File: src/rtl/timer1_pkg.sv
// Shared encodings for Timer/Counter1: clock-select codes, register-port
// addresses and status-flag bit positions.
package timer1_pkg;

    localparam logic [2:0] CS_STOP     = 3'b000;
    localparam logic [2:0] CS_EXT_FALL = 3'b110;
    localparam logic [2:0] CS_EXT_RISE = 3'b111;

    localparam logic [2:0] ADDR_TCNT1L = 3'd0;
    localparam logic [2:0] ADDR_TCNT1H = 3'd1;
    localparam logic [2:0] ADDR_OCR1AL = 3'd2;
    localparam logic [2:0] ADDR_OCR1AH = 3'd3;
    localparam logic [2:0] ADDR_OCR1BL = 3'd4;
    localparam logic [2:0] ADDR_OCR1BH = 3'd5;
    localparam logic [2:0] ADDR_ICR1L  = 3'd6;
    localparam logic [2:0] ADDR_ICR1H  = 3'd7;

    localparam int FLAG_TOV  = 0;
    localparam int FLAG_OCFA = 1;
    localparam int FLAG_OCFB = 2;
    localparam int FLAG_ICF  = 3;

    localparam logic [15:0] TCNT_MAX = 16'hFFFF;

endpackage

File: src/rtl/timer1_counter_pin_edge_sync.sv
// Synchronizer plus registered rise/fall pulse generator for one asynchronous
// pin, with edge detection suppressed for a short window after reset.
module pin_edge_sync #(
    parameter int SYNC_STAGES = 2
) (
    input  logic clk,
    input  logic rst_n,
    input  logic pin_async,
    output logic rise,
    output logic fall
);

    localparam int MASK_W = $clog2(SYNC_STAGES + 2);
    localparam logic [MASK_W-1:0] MASK_INIT = MASK_W'(SYNC_STAGES + 1);

    logic [SYNC_STAGES-1:0] sync_q, sync_d;
    logic                   hist_q, hist_d;
    logic                   rise_q, rise_d;
    logic                   fall_q, fall_d;
    logic [MASK_W-1:0]      mask_q, mask_d;
    logic                   level;
    logic                   armed;

    // The mask down-counter outlasts the synchronizer fill, so a pin that
    // was already high during reset never looks like a fresh edge.
    always_comb begin
        sync_d = {sync_q[SYNC_STAGES-2:0], pin_async};
        level  = sync_q[SYNC_STAGES-1];
        hist_d = level;
        armed  = (mask_q == '0);
        mask_d = armed ? mask_q : mask_q - 1'b1;
        rise_d = armed && level && !hist_q;
        fall_d = armed && !level && hist_q;
    end

    always_ff @(posedge clk) begin
        if (!rst_n) begin
            sync_q <= '0;
            hist_q <= 1'b0;
            rise_q <= 1'b0;
            fall_q <= 1'b0;
            mask_q <= MASK_INIT;
        end else begin
            sync_q <= sync_d;
            hist_q <= hist_d;
            rise_q <= rise_d;
            fall_q <= fall_d;
            mask_q <= mask_d;
        end
    end

    assign rise = rise_q;
    assign fall = fall_q;

endmodule

File: src/rtl/timer1_counter.sv
// Timer/Counter1 core: 16-bit TCNT1 with normal/CTC counting, compare A/B,
// input capture and an 8-bit register port using a shared TEMP byte.
module timer1_counter
    import timer1_pkg::*;
#(
    parameter int SYNC_STAGES = 2
) (
    input  logic       clk,
    input  logic       rst_n,
    input  logic [2:0] cs,
    input  logic       presc_tick,
    input  logic       t1_pin,
    input  logic       icp_pin,
    input  logic       ices,
    input  logic       ctc_en,
    input  logic [2:0] addr,
    input  logic       we,
    input  logic       re,
    input  logic [7:0] wdata,
    output logic [7:0] rdata,
    input  logic [3:0] flag_clr,
    output logic       tov,
    output logic       ocfa,
    output logic       ocfb,
    output logic       icf
);

    logic t1_rise, t1_fall, icp_rise, icp_fall;

    pin_edge_sync #(.SYNC_STAGES(SYNC_STAGES)) u_t1_sync (
        .clk       (clk),
        .rst_n     (rst_n),
        .pin_async (t1_pin),
        .rise      (t1_rise),
        .fall      (t1_fall)
    );

    pin_edge_sync #(.SYNC_STAGES(SYNC_STAGES)) u_icp_sync (
        .clk       (clk),
        .rst_n     (rst_n),
        .pin_async (icp_pin),
        .rise      (icp_rise),
        .fall      (icp_fall)
    );

    logic [15:0] tcnt_q, tcnt_d;
    logic [15:0] ocr1a_q, ocr1a_d;
    logic [15:0] ocr1b_q, ocr1b_d;
    logic [15:0] icr1_q, icr1_d;
    logic [7:0]  temp_q, temp_d;
    logic [7:0]  rdata_q, rdata_d;
    logic [3:0]  flags_q, flags_d;
    logic [3:0]  flag_set;
    logic        count_en;
    logic        capture;
    logic        tcnt_commit;

    always_comb begin
        case (cs)
            CS_STOP:     count_en = 1'b0;
            CS_EXT_FALL: count_en = t1_fall;
            CS_EXT_RISE: count_en = t1_rise;
            default:     count_en = presc_tick;
        endcase
        capture = ices ? icp_rise : icp_fall;
    end

    always_comb begin
        tcnt_d      = tcnt_q;
        ocr1a_d     = ocr1a_q;
        ocr1b_d     = ocr1b_q;
        icr1_d      = icr1_q;
        temp_d      = temp_q;
        rdata_d     = rdata_q;
        flag_set    = '0;
        tcnt_commit = we && (addr == ADDR_TCNT1L);

        if (capture) begin
            icr1_d             = tcnt_q;
            flag_set[FLAG_ICF] = 1'b1;
        end

        // A software write to TCNT1 swallows a coincident count entirely.
        if (tcnt_commit) begin
            tcnt_d = {temp_q, wdata};
        end else if (count_en) begin
            flag_set[FLAG_OCFA] = (tcnt_q == ocr1a_q);
            flag_set[FLAG_OCFB] = (tcnt_q == ocr1b_q);
            flag_set[FLAG_TOV]  = (tcnt_q == TCNT_MAX);
            tcnt_d = (ctc_en && (tcnt_q == ocr1a_q)) ? 16'h0000 : tcnt_q + 16'd1;
        end

        if (re && !we) begin
            case (addr)
                ADDR_TCNT1L: begin rdata_d = tcnt_q[7:0];  temp_d = tcnt_q[15:8];  end
                ADDR_OCR1AL: begin rdata_d = ocr1a_q[7:0]; temp_d = ocr1a_q[15:8]; end
                ADDR_OCR1BL: begin rdata_d = ocr1b_q[7:0]; temp_d = ocr1b_q[15:8]; end
                ADDR_ICR1L:  begin rdata_d = icr1_q[7:0];  temp_d = icr1_q[15:8];  end
                ADDR_TCNT1H, ADDR_OCR1AH,
                ADDR_OCR1BH, ADDR_ICR1H:  rdata_d = temp_q;
                default: ;
            endcase
        end

        if (we) begin
            case (addr)
                ADDR_TCNT1H, ADDR_OCR1AH, ADDR_OCR1BH: temp_d = wdata;
                ADDR_OCR1AL: ocr1a_d = {temp_q, wdata};
                ADDR_OCR1BL: ocr1b_d = {temp_q, wdata};
                ADDR_ICR1L, ADDR_ICR1H: ;
                default: ;
            endcase
        end

        flags_d = (flags_q & ~flag_clr) | flag_set;
    end

    always_ff @(posedge clk) begin
        if (!rst_n) begin
            tcnt_q  <= '0;
            ocr1a_q <= '0;
            ocr1b_q <= '0;
            icr1_q  <= '0;
            temp_q  <= '0;
            rdata_q <= '0;
            flags_q <= '0;
        end else begin
            tcnt_q  <= tcnt_d;
            ocr1a_q <= ocr1a_d;
            ocr1b_q <= ocr1b_d;
            icr1_q  <= icr1_d;
            temp_q  <= temp_d;
            rdata_q <= rdata_d;
            flags_q <= flags_d;
        end
    end

    assign rdata = rdata_q;
    assign tov   = flags_q[FLAG_TOV];
    assign ocfa  = flags_q[FLAG_OCFA];
    assign ocfb  = flags_q[FLAG_OCFB];
    assign icf   = flags_q[FLAG_ICF];

endmodule

File: config.mk
export PLATFORM = sky130hd
export DESIGN_NAME = timer1_counter
export DESIGN_NICKNAME = d
export VERILOG_FILES = /design/src/rtl/timer1_pkg.sv /design/src/rtl/timer1_counter_pin_edge_sync.sv /design/src/rtl/timer1_counter.sv
export SDC_FILE = /design/constraint.sdc
export NUM_CORES = 1
export LEC_CHECK = 0
export ABC_CLOCK_PERIOD_IN_PS = 4300
export BUFFER_PORTS_ARGS = -buffer_cell sky130_fd_sc_hd__buf_2
export CELL_PAD_IN_SITES_DETAIL_PLACEMENT = 1
export CELL_PAD_IN_SITES_GLOBAL_PLACEMENT = 1
export CORE_ASPECT_RATIO = 0.7
export CORE_MARGIN = 2
export CORE_UTILIZATION = 49
export DETAILED_ROUTE_END_ITERATION = 10
export PLACE_DENSITY_LB_ADDON = 0.05
export SLEW_MARGIN = 20
export SYNTH_ARGS = -nofsm -noshare
export SYNTH_HDL_FRONTEND = slang
export SYNTH_SLANG_ARGS = --single-unit
File: constraint.sdc
create_clock -name clk -period 4.3 [get_ports clk]
set_input_delay 0.215 -clock clk [delete_from_list [all_inputs] [get_ports clk]]
set_output_delay 0.215 -clock clk [all_outputs]
set_load 0.02 [all_outputs]
==> run metrics <==
number of top-level pins=39; Worst Path Max Fanout=10; number of nets with antenna violations after routing=0; antenna violations before repair=0; part of the total power dissipated in combinational logic=between 10% and 20%; adder and majority gate portion of the synthesized area=less than 1%; cell area after synthesis=4810 um2; Initial Util=50.0%; Placement Rows=30; proportion of synthesized flip-flops having asynchronous set or reset=0%; post-synth cell types=50; violation count after the first detailed-route iteration=308; total setup buffers inserted after CTS=0; DP Worst Slack=2.03 ns; total clock buffers created by CTS=9; clock share of power=40.3%; count of antenna diodes in the layout=0; relative contribution of sequential cells to total power=48.2%; Clock H-tree levels=3; insertion delay to the later sink of the worst-skew pair=0.35 ns; setup-violating endpoint count in the final report=0; setup TNS=0 ns; first-pass GRT wire length=23800 um; Worst EP required=4.52 ns; number of pins with negative max-slew slack in the final report=0; sequential-to-total area share from yosys stat=40.8%; top-count cell post-synth=sky130_fd_sc_hd__nand2_1; Resized cells post-CTS=0; synthesized netlist net count=between 500 and 600; maximum number of pins on one net before global-route repair=40; proportion of total power due to net switching=26.8%; detailed placer's ending HPWL=10300 um; mean routed wirelength per cell=21.8 um; final weighted congestion in routability-driven placement=~0.94; CTS tree=built; full die area=10600 um2; total DRC errors in the routed layout=0; area of all placed cells without fillers=~5300 um2; xor and xnor fraction of the mapped netlist area=8.20%; IR Drop Worst-Case VDD=between 0.0002 and 0.00025 V; crit path cell chain=xnor2_1 > nand4_1 > nor4_4 > nand2_2 > o211ai_4 > o21ai_1; number of warnings issued by yosys=0; net load switching power=0.540 mW; Die Height=86.9 um; dominant combinational cell family by area after synthesis=simple AND/OR/NAND/NOR gates; Worst setup EP type=flop; I/O Buffers=38; sinks on the clock net=98; Final min period=2.34 ns; crit-path max cell delay=0.60 ns; Die W=122 um; status=finished, final reports clean; number of global-route vias before repair=4257; Setup crit start kind=flop; total wirelength of the detailed-routed design=15000 um; Max Clk Rate=0.428 GHz; CTS root buf=sky130_fd_sc_hd__clkbuf_16; overall routing resource usage=30.3%; multiplexer share of the synthesized area=about an eighth; number of instances in the synthesized netlist=548; CP arrival=2.55 ns; CTS clk-pin slew, worst paths=0.07 ns; biggest area consumer among synthesized cells=sky130_fd_sc_hd__dfxtp_1; actual slew at the worst max-slew pin=0.850 ns; Clock Skew=0.00533 ns; Lkg Pwr=1.86 nW; PnR Total Power=2.02 mW; post-cts hold buffer count=0; period utilisation layout=~54%; most common library cells after synthesis=sky130_fd_sc_hd__nand2_1 (121), sky130_fd_sc_hd__dfxtp_1 (98), sky130_fd_sc_hd__a21oi_1 (57); detailed-routing iteration count for the pre-antenna-repair pass=5; number of vias after detailed routing=roughly 4100; worst slew slack as a fraction of its limit=43.1%; share of cells above drive strength 1=15.9%; Area Overhead vs Synth=9.79%; top post-synthesis cells by area=sky130_fd_sc_hd__dfxtp_1 (41%), sky130_fd_sc_hd__nand2_1 (9.4%), sky130_fd_sc_hd__mux4_2 (7.5%); worst min-delay path category=input port to flop; total power density per cell area=about 380 nW/um2; area share of the leading cell type in the synthesized netlist=40.8%; commonest register cell after synthesis=sky130_fd_sc_hd__dfxtp_1; final net count=586; Post-synth EDFFs=0; minimum setup slack in the final design=1.96 ns; startpoint-to-endpoint class of the critical path=flop to flop; syn avg cell area=8.77 um2; Hold Violations, Final=0; total gr overflow=0; Vias/cell=approximately 6.0; area inside the core boundary=~9600 um2; internal portion of total power=1.48 mW; number of synthesized register bits=between 90 and 100; share of synthesized cell area in and, or, nand and nor gates=21.6%; instance area at placement=between 4000 and 5000 um2; synthesized-area fraction occupied by ao, oa, aoi and oai cells=12.0%; max capacitance violation total=0; setup repair after global routing missed its margin=no; slowest cell on the critical path=sky130_fd_sc_hd__dfxtp_1; CTS max path bufs=2
==> power by group through the flow <==
stage | clock, mW | combinational [mW] | sequential (mW)
after floorplan | 0 | 0.157 | 0.982
after global placement | 0 | 0.219 | 0.989
after detailed placement | 0 | 0.227 | 0.991
after CTS | 0.825 | 0.230 | 0.970
after global routing | 0.861 | 0.252 | 0.975
final | 0.812 | 0.232 | 0.972
==> cells in the final DEF (no fill, tap or decap), types with 9 or more instances in the layout <==
cell                        Yosys  layout
sky130_fd_sc_hd__nor2_1        26      26
sky130_fd_sc_hd__dfxtp_1       98      98
sky130_fd_sc_hd__nand4_1       11      11
sky130_fd_sc_hd__nand3_1       12      12
sky130_fd_sc_hd__nand2_1      121     121
sky130_fd_sc_hd__nor2b_1       12      11
sky130_fd_sc_hd__a21oi_1       57      57
sky130_fd_sc_hd__mux4_2        16      16
sky130_fd_sc_hd__mux2i_1       18      18
sky130_fd_sc_hd__buf_2         16      38
sky130_fd_sc_hd__clkbuf_16      0       9
sky130_fd_sc_hd__xnor2_1       40      40
sky130_fd_sc_hd__a211oi_1      16      16
==> per-stage QoR <==
step | util [%] | cells | hold WS (ns)
finish | 54.9 | 689 | 0.0766
global placement | 51.8 | 673 | 0.401
detailed placement | 51.8 | 673 | 0.414
floorplan | - | 548 | 0.323
CTS | 54.9 | 689 | 0.0683
global route | 54.9 | 689 | 0.0662
==> flip-flops by register name (all words and copies together), names as in the netlist, 2 cells and up <==
name / cells
icr1_q: 16
ocr1a_q: 16
ocr1b_q: 16
tcnt_q: 16
rdata: 8
temp_q: 8
flags_q: 4
u_icp_sync.mask_q: 2
u_icp_sync.sync_q: 2
u_t1_sync.mask_q: 2
u_t1_sync.sync_q: 2
==> routing by layer <==
metal	GRT usage (%)	wire length, um	vias to the layer above
met1	41.6	6960	2087
met2	47.4	6810	138
met3	7.66	1030	17
met4	8.57	233	0
li1	-	-	1893
met5	0	0	-
==> logic make-up after synthesis <==
group,Yosys count
AO/OA/AOI/OAI,97
multiplexers,37
XOR/XNOR,45
AND/OR/NAND/NOR,218
flip-flops,98
buffers and inverters,50
adder cells (fa/ha/maj),3
==> critical path, delay by kind of cell, from the launching register on <==
kind                      cells  cell delay, ns
DFF                           1            0.60
and+or+nand+nor               3            0.87
AOI/OAI and AO/OA             2            0.56
xor gates and xnor gates      1            0.18
==> final timing paths <==
check                                                   from                              to  slack [ns]  depth (start not counted)
worst max-delay path                  tcnt_q[2]$_SDFFE_PN0P_          tcnt_q[4]$_SDFFE_PN0P_        1.96                          6
worst min-delay path                                  t1_pin  u_t1_sync.sync_q[0]$_SDFF_PN0_        0.08                          2
worst max register to register        tcnt_q[2]$_SDFFE_PN0P_          tcnt_q[4]$_SDFFE_PN0P_        1.96                          6
worst min register to register  u_icp_sync.hist_q$_SDFF_PN0_      u_icp_sync.rise$_SDFF_PN0_        0.43                          1
==> cell type report <==
| type | count | area [um2] |
|---|---|---|
| flip-flops and latches | 98 | 1960 |
| multi-input cells | 400 | 2630 |
| clock buffers | 9 | 225 |
| clock inverters | 7 | 70.1 |
| well taps | 128 | 160 |
| inverters | 6 | 22.5 |
| repair buffers | 41 | 213 |
| fillers | 1163 | 4330 |
Note: power is estimated with default switching activity, not from simulation.
